**src/rtl/full_design.sv**
```systemverilog
// SPI-to-memory endpoint: SS_n-framed serial commands (MOSI sampled on clk) drive an
// internal 8-bit RAM, and read data is returned MSB first on MISO.
module full_design #(
    parameter int unsigned MEM_DEPTH = 256,
    parameter int unsigned ADDR_SIZE = 8
) (
    input  logic clk,
    input  logic rst_n,
    input  logic MOSI,
    input  logic SS_n,
    output logic MISO
);

    localparam int unsigned FRAME_BITS = 10;
    localparam int unsigned DATA_W     = 8;
    localparam int unsigned CNT_W      = 4;

    typedef enum logic [2:0] {
        IDLE      = 3'd0,
        CHK_CMD   = 3'd1,
        WRITE     = 3'd2,
        READ_ADD  = 3'd3,
        READ_DATA = 3'd4
    } state_t;

    state_t                state, state_nxt;
    logic [CNT_W-1:0]      bit_cnt, bit_cnt_nxt;
    logic [FRAME_BITS-1:0] rx_data, rx_data_nxt;
    logic                  rx_valid, rx_valid_nxt;
    logic                  rd_addr_flag, rd_addr_flag_nxt;
    logic [CNT_W-1:0]      tx_cnt, tx_cnt_nxt;
    logic [DATA_W-1:0]     tx_shift, tx_shift_nxt;
    logic                  miso_nxt;

    logic [DATA_W-1:0]     mem [MEM_DEPTH];
    logic [ADDR_SIZE-1:0]  wr_addr, rd_addr;
    logic [DATA_W-1:0]     tx_data;
    logic                  tx_valid;

    logic [1:0]            rx_cmd;
    logic [DATA_W-1:0]     rx_payload;

    assign rx_cmd     = rx_data[FRAME_BITS-1:DATA_W];
    assign rx_payload = rx_data[DATA_W-1:0];

    // SPI slave state and datapath registers
    always_ff @(posedge clk or negedge rst_n) begin
        if (!rst_n) begin
            state        <= IDLE;
            bit_cnt      <= '0;
            rx_data      <= '0;
            rx_valid     <= 1'b0;
            rd_addr_flag <= 1'b0;
            tx_cnt       <= '0;
            tx_shift     <= '0;
            MISO         <= 1'b0;
        end else begin
            state        <= state_nxt;
            bit_cnt      <= bit_cnt_nxt;
            rx_data      <= rx_data_nxt;
            rx_valid     <= rx_valid_nxt;
            rd_addr_flag <= rd_addr_flag_nxt;
            tx_cnt       <= tx_cnt_nxt;
            tx_shift     <= tx_shift_nxt;
            MISO         <= miso_nxt;
        end
    end

    // Next-state: frame reception, then (READ_DATA only) byte shift-out.
    // tx_cnt: 0 = waiting for tx_valid, 1..8 = bit 7..0 on MISO, 9 = byte done.
    always_comb begin
        state_nxt        = state;
        bit_cnt_nxt      = bit_cnt;
        rx_data_nxt      = rx_data;
        rx_valid_nxt     = 1'b0;
        rd_addr_flag_nxt = rd_addr_flag;
        tx_cnt_nxt       = tx_cnt;
        tx_shift_nxt     = tx_shift;
        miso_nxt         = 1'b0;

        if (SS_n) begin
            state_nxt   = IDLE;
            bit_cnt_nxt = '0;
            tx_cnt_nxt  = '0;
        end else begin
            unique case (state)
                IDLE: begin
                    state_nxt   = CHK_CMD;
                    bit_cnt_nxt = '0;
                    tx_cnt_nxt  = '0;
                end
                CHK_CMD: begin
                    if (!MOSI)
                        state_nxt = WRITE;
                    else if (rd_addr_flag)
                        state_nxt = READ_DATA;
                    else
                        state_nxt = READ_ADD;
                end
                WRITE, READ_ADD, READ_DATA: begin
                    if (bit_cnt < CNT_W'(FRAME_BITS)) begin
                        rx_data_nxt = {rx_data[FRAME_BITS-2:0], MOSI};
                        bit_cnt_nxt = bit_cnt + CNT_W'(1);
                        if (bit_cnt == CNT_W'(FRAME_BITS - 1)) begin
                            rx_valid_nxt = 1'b1;
                            if (state == READ_ADD)
                                rd_addr_flag_nxt = 1'b1;
                        end
                    end
                    if (state == READ_DATA) begin
                        if (tx_cnt == '0) begin
                            if (tx_valid) begin
                                miso_nxt     = tx_data[DATA_W-1];
                                tx_shift_nxt = {tx_data[DATA_W-2:0], 1'b0};
                                tx_cnt_nxt   = CNT_W'(1);
                            end
                        end else if (tx_cnt < CNT_W'(DATA_W)) begin
                            miso_nxt     = tx_shift[DATA_W-1];
                            tx_shift_nxt = {tx_shift[DATA_W-2:0], 1'b0};
                            tx_cnt_nxt   = tx_cnt + CNT_W'(1);
                        end else if (tx_cnt == CNT_W'(DATA_W)) begin
                            rd_addr_flag_nxt = 1'b0;
                            tx_cnt_nxt       = CNT_W'(DATA_W + 1);
                        end
                    end
                end
                default: begin
                    state_nxt = IDLE;
                end
            endcase
        end
    end

    // RAM control: address registers and read data, decoded from rx_data[9:8] alone
    always_ff @(posedge clk or negedge rst_n) begin
        if (!rst_n) begin
            wr_addr  <= '0;
            rd_addr  <= '0;
            tx_data  <= '0;
            tx_valid <= 1'b0;
        end else begin
            tx_valid <= 1'b0;
            if (rx_valid) begin
                unique case (rx_cmd)
                    2'b00: wr_addr <= ADDR_SIZE'(rx_payload);
                    2'b01: ;
                    2'b10: rd_addr <= ADDR_SIZE'(rx_payload);
                    2'b11: begin
                        tx_data  <= mem[rd_addr];
                        tx_valid <= 1'b1;
                    end
                    default: ;
                endcase
            end
        end
    end

    // Memory array is deliberately not reset
    always_ff @(posedge clk) begin
        if (rx_valid && rx_cmd == 2'b01)
            mem[wr_addr] <= rx_payload;
    end

endmodule

```
**config.mk**
```make
export PLATFORM = sky130hd
export DESIGN_NAME = full_design
export DESIGN_NICKNAME = d
export VERILOG_FILES = /design/src/rtl/full_design.sv
export SDC_FILE = /design/constraint.sdc
export NUM_CORES = 2
export LEC_CHECK = 0
export BUFFER_PORTS_ARGS = -buffer_cell sky130_fd_sc_hd__buf_2
export CORE_MARGIN = 2
export CORE_UTILIZATION = 43
export DETAILED_ROUTE_END_ITERATION = 7
export PLACE_DENSITY = 0.65
export SLEW_MARGIN = 0
export SYNTH_ARGS = -nofsm -noshare
export SYNTH_HDL_FRONTEND = slang
export SYNTH_SLANG_ARGS = --single-unit
export TNS_END_PERCENT = 5
```
**constraint.sdc**
```tcl
create_clock -name clk -period 6.2 [get_ports clk]
set_input_delay 0.62 -clock clk [delete_from_list [all_inputs] [get_ports clk]]
set_output_delay 0.62 -clock clk [all_outputs]
set_load 0.1 [all_outputs]
```
==> flow_metrics.py <==
metrics = {
    "cells_and_area": {
        "mostFrequentLayoutCells": "edfxtp_1 (2048), mux4_2 (379), nor2_1 (297)",
        "num-nets-final": 4188,
        "drive_gt1_share_pct": 19.3,
        "syn2layout_area_growth_pct": 11.3,
        "layout_commonest_cell": "edfxtp_1",
    },
    "global_routing": {
        "grt_pass1_wl_mm": 302,
        "antenna_found_initial": 4,
        "overflow": 0,
        "grt_util_all_layers_pct": 21.5,
        "grt_pass1_vias": 41000,
        "grt_max_degree": 228,
    },
    "floorplan": {
        "ios": 5,
        "start_util_pct": 43.2,
        "row_count": 160,
        "fp.dieH_um": 441,
        "dieWidth_um": 441,
        "die_area_mm2": 0.195,
        "core_area_mm2": 0.190,
    },
    "cts": {
        "clock_latency_ns": 0.85,
        "clockBufferDepth": 3,
        "postCtsSetupBuffers": 0,
        "numCtsBuffers": 204,
        "htree_levels": 4,
        "clk_pin_slew_ns": 0.06,
        "cts_tree": "built",
        "cts_root_buf": "clkbuf_16",
        "clock-sinks": 2104,
    },
    "logic_synthesis": {
        "ys.flop_type": "edfxtp_1",
        "ys_types": 67,
        "syn-num-nets": 4120,
        "syn_avg_cell_area_um2": 20.0,
        "synth_cells": 4112,
        "synth_area_mm2": 0.0822,
        "synth_edf_count": 2048,
        "synth_seq_cells": 2104,
        "synthArstFlopShare_pct": 2.66,
        "yosysWarnings": 0,
        "ys_seq_area_share_pct": 76.5,
    },
    "setup_path": {
        "worstSetupStartpoint": "rd_addr[0]",
        "worstPathCellList": "buf_12 > buf_4 > mux4_2 > mux2_2 > a2111oi_0 > buf_4 > a311oi_1 > and4_1 > a32oi_1 > o31ai_1",
        "slowest_stage": "dfrtp_4",
        "crit_path_end_kind": "flip-flop",
        "cp-start-kind": "flip-flop",
        "worst_ep_arrival_time_ns": 5.21,
        "r2r-start": "rd_addr[0]",
        "required_ns": 6.89,
        "crit_family": "compound AO/OA/AOI/OAI gates",
        "critical_path_class": "reg2reg",
        "crit_top_cell": "buf_4",
        "cpPeakStageDelay_ns": 1.05,
        "crit_buf_inv": 3,
        "cp_max_fo": 46,
    },
    "pwr": {
        "vdd_ir_drop_max_mv": 0.405,
        "power_uw": 32000,
        "power_density_mw_per_mm2": 350,
        "p_leak_uw": 0.0274,
    },
    "sta": {
        "tns_ns": 0,
        "fin_worst_skew_ns": 0.0710,
        "setup_viol": 0,
        "period_minus_slack_ns": 4.52,
        "holdWs_ns": 0.0649,
        "slew_viol_final": 2,
        "worst_pin_slew_ns": 1.56,
        "maxClockFrequency_ghz": 0.221,
        "min_period_over_period_pct": 73.0,
        "hold_viol_final": 0,
        "rsz0062_at_grt": "no",
        "slew_headroom_pct": -6.97,
    },
    "drt": {
        "viasPerCell": 6.07,
        "drt_first_pass_iters": 7,
        "antenna_left": 0,
        "route.detailed.drc": 0,
        "drt-total-wl_mm": 210,
        "drtIter0Drc": 5426,
        "wl_per_cell_um": 30.6,
        "vias": 41600,
    },
    "placed_design": {
        "dp_hpwl_mm": 126,
        "port-buffer-count": 4,
        "gp_congestion": 0.869,
    },
    "min_path": {
        "hp-start": "MOSI",
        "hp-class": "in2reg",
    },
    "flow_run": {
        "max_cap_violations": 2,
    },
    "outcome": {
        "status": "finished with violations",
        "violations": "capacitance limit, slew limit",
    },
}
## timing repair
item / in CTS / in global routing
hold endpoints to repair: 56 / 0
resized for setup: 0 / 0
hold buffers: 1 / 0
## registers in the layout, summed over array words and instances (netlist names), 3 cells and up
register,cells
wr_addr,8
bit_cnt,4
rd_addr,8
mem,2048
state,3
tx_shift,7
tx_cnt,4
tx_data,8
rx_data,10
## per-stage QoR
| stage | worst slack, ns | cells | area, um2 | utilization [%] |
|---|---|---|---|---|
| after floorplan | 2.18 | 4112 | 82200 | - |
| after global placement | 1.66 | 6482 | 84900 | 44.6 |
| after detailed placement | 1.67 | 6484 | 84900 | 44.6 |
| after CTS | 1.65 | 6860 | 91500 | 48.1 |
| after global routing | 1.53 | 6860 | 91500 | 48.1 |
| final | 1.68 | 6862 | 91500 | 48.1 |
## cell usage after synthesis, types with 35 or more instances
master	n	area [um2]
a22oi_1	43	323
mux2i_1	281	2810
edfxtp_1	2048	61500
clkbuf_1	90	338
buf_6	35	394
nand2_1	154	578
buf_2	62	310
a211oi_1	50	375
mux4_2	379	8540
o22ai_1	91	569
a21oi_1	63	315
nor2_1	298	1120
mux2_2	37	417
dfrtp_1	56	1400
o21ai_0	59	295
o221ai_1	49	429
## logic make-up after synthesis
group           Yosys count  synth area share (%)
fa+ha+maj                 4                0.0609
compound gates          451                  3.78
flops                  2104                  76.5
simple gates            593                  3.12
mux                     704                  14.5
buf+inv                 256                  2.02
## path summary, 6_finish.rpt
| path | end | slack [ns] | cells after the start |
|---|---|---|---|
| setup / recovery | tx_data[7] | 1.68 | 10 |
| hold / removal | rx_data[0] | 0.06 | 2 |
| setup reg to reg | tx_data[7] | 1.68 | 10 |
| hold reg to reg | tx_data[0] | 0.52 | 1 |
| max in group asynchronous | rx_data[7] | 5.07 | 3 |
| min in group asynchronous | state[2] | 0.47 | 3 |
## per-layer routing
layer  vias to the layer above  wire length, um  track usage (%)
met4                         2             6760             6.82
met5                         -               13                0
li1                      17100                -                -
met1                     22000            82700             29.7
met3                       360            21100             5.41
met2                      2140            99600             33.8
## layout make-up
cell class,count,area (um2)
Clock buffer,248,5310
Inverter,11,43.8
Antenna cell,2,5.00
Multi-Input combinational cell,1752,17800
Sequential cell,2104,62900
Tap cell,2511,3140
Timing Repair Buffer,107,1000
Clock inverter,127,1320
Fill cell,15400,98700
## power by group
part | internal [uW] | switching, uW | leakage (uW)
logic | 126 | 1550 | 0.00482
registers | 17500 | 513 | 0.0193
clock network | 6890 | 5400 | 0.00320
Note: power is estimated with default switching activity, not from simulation.
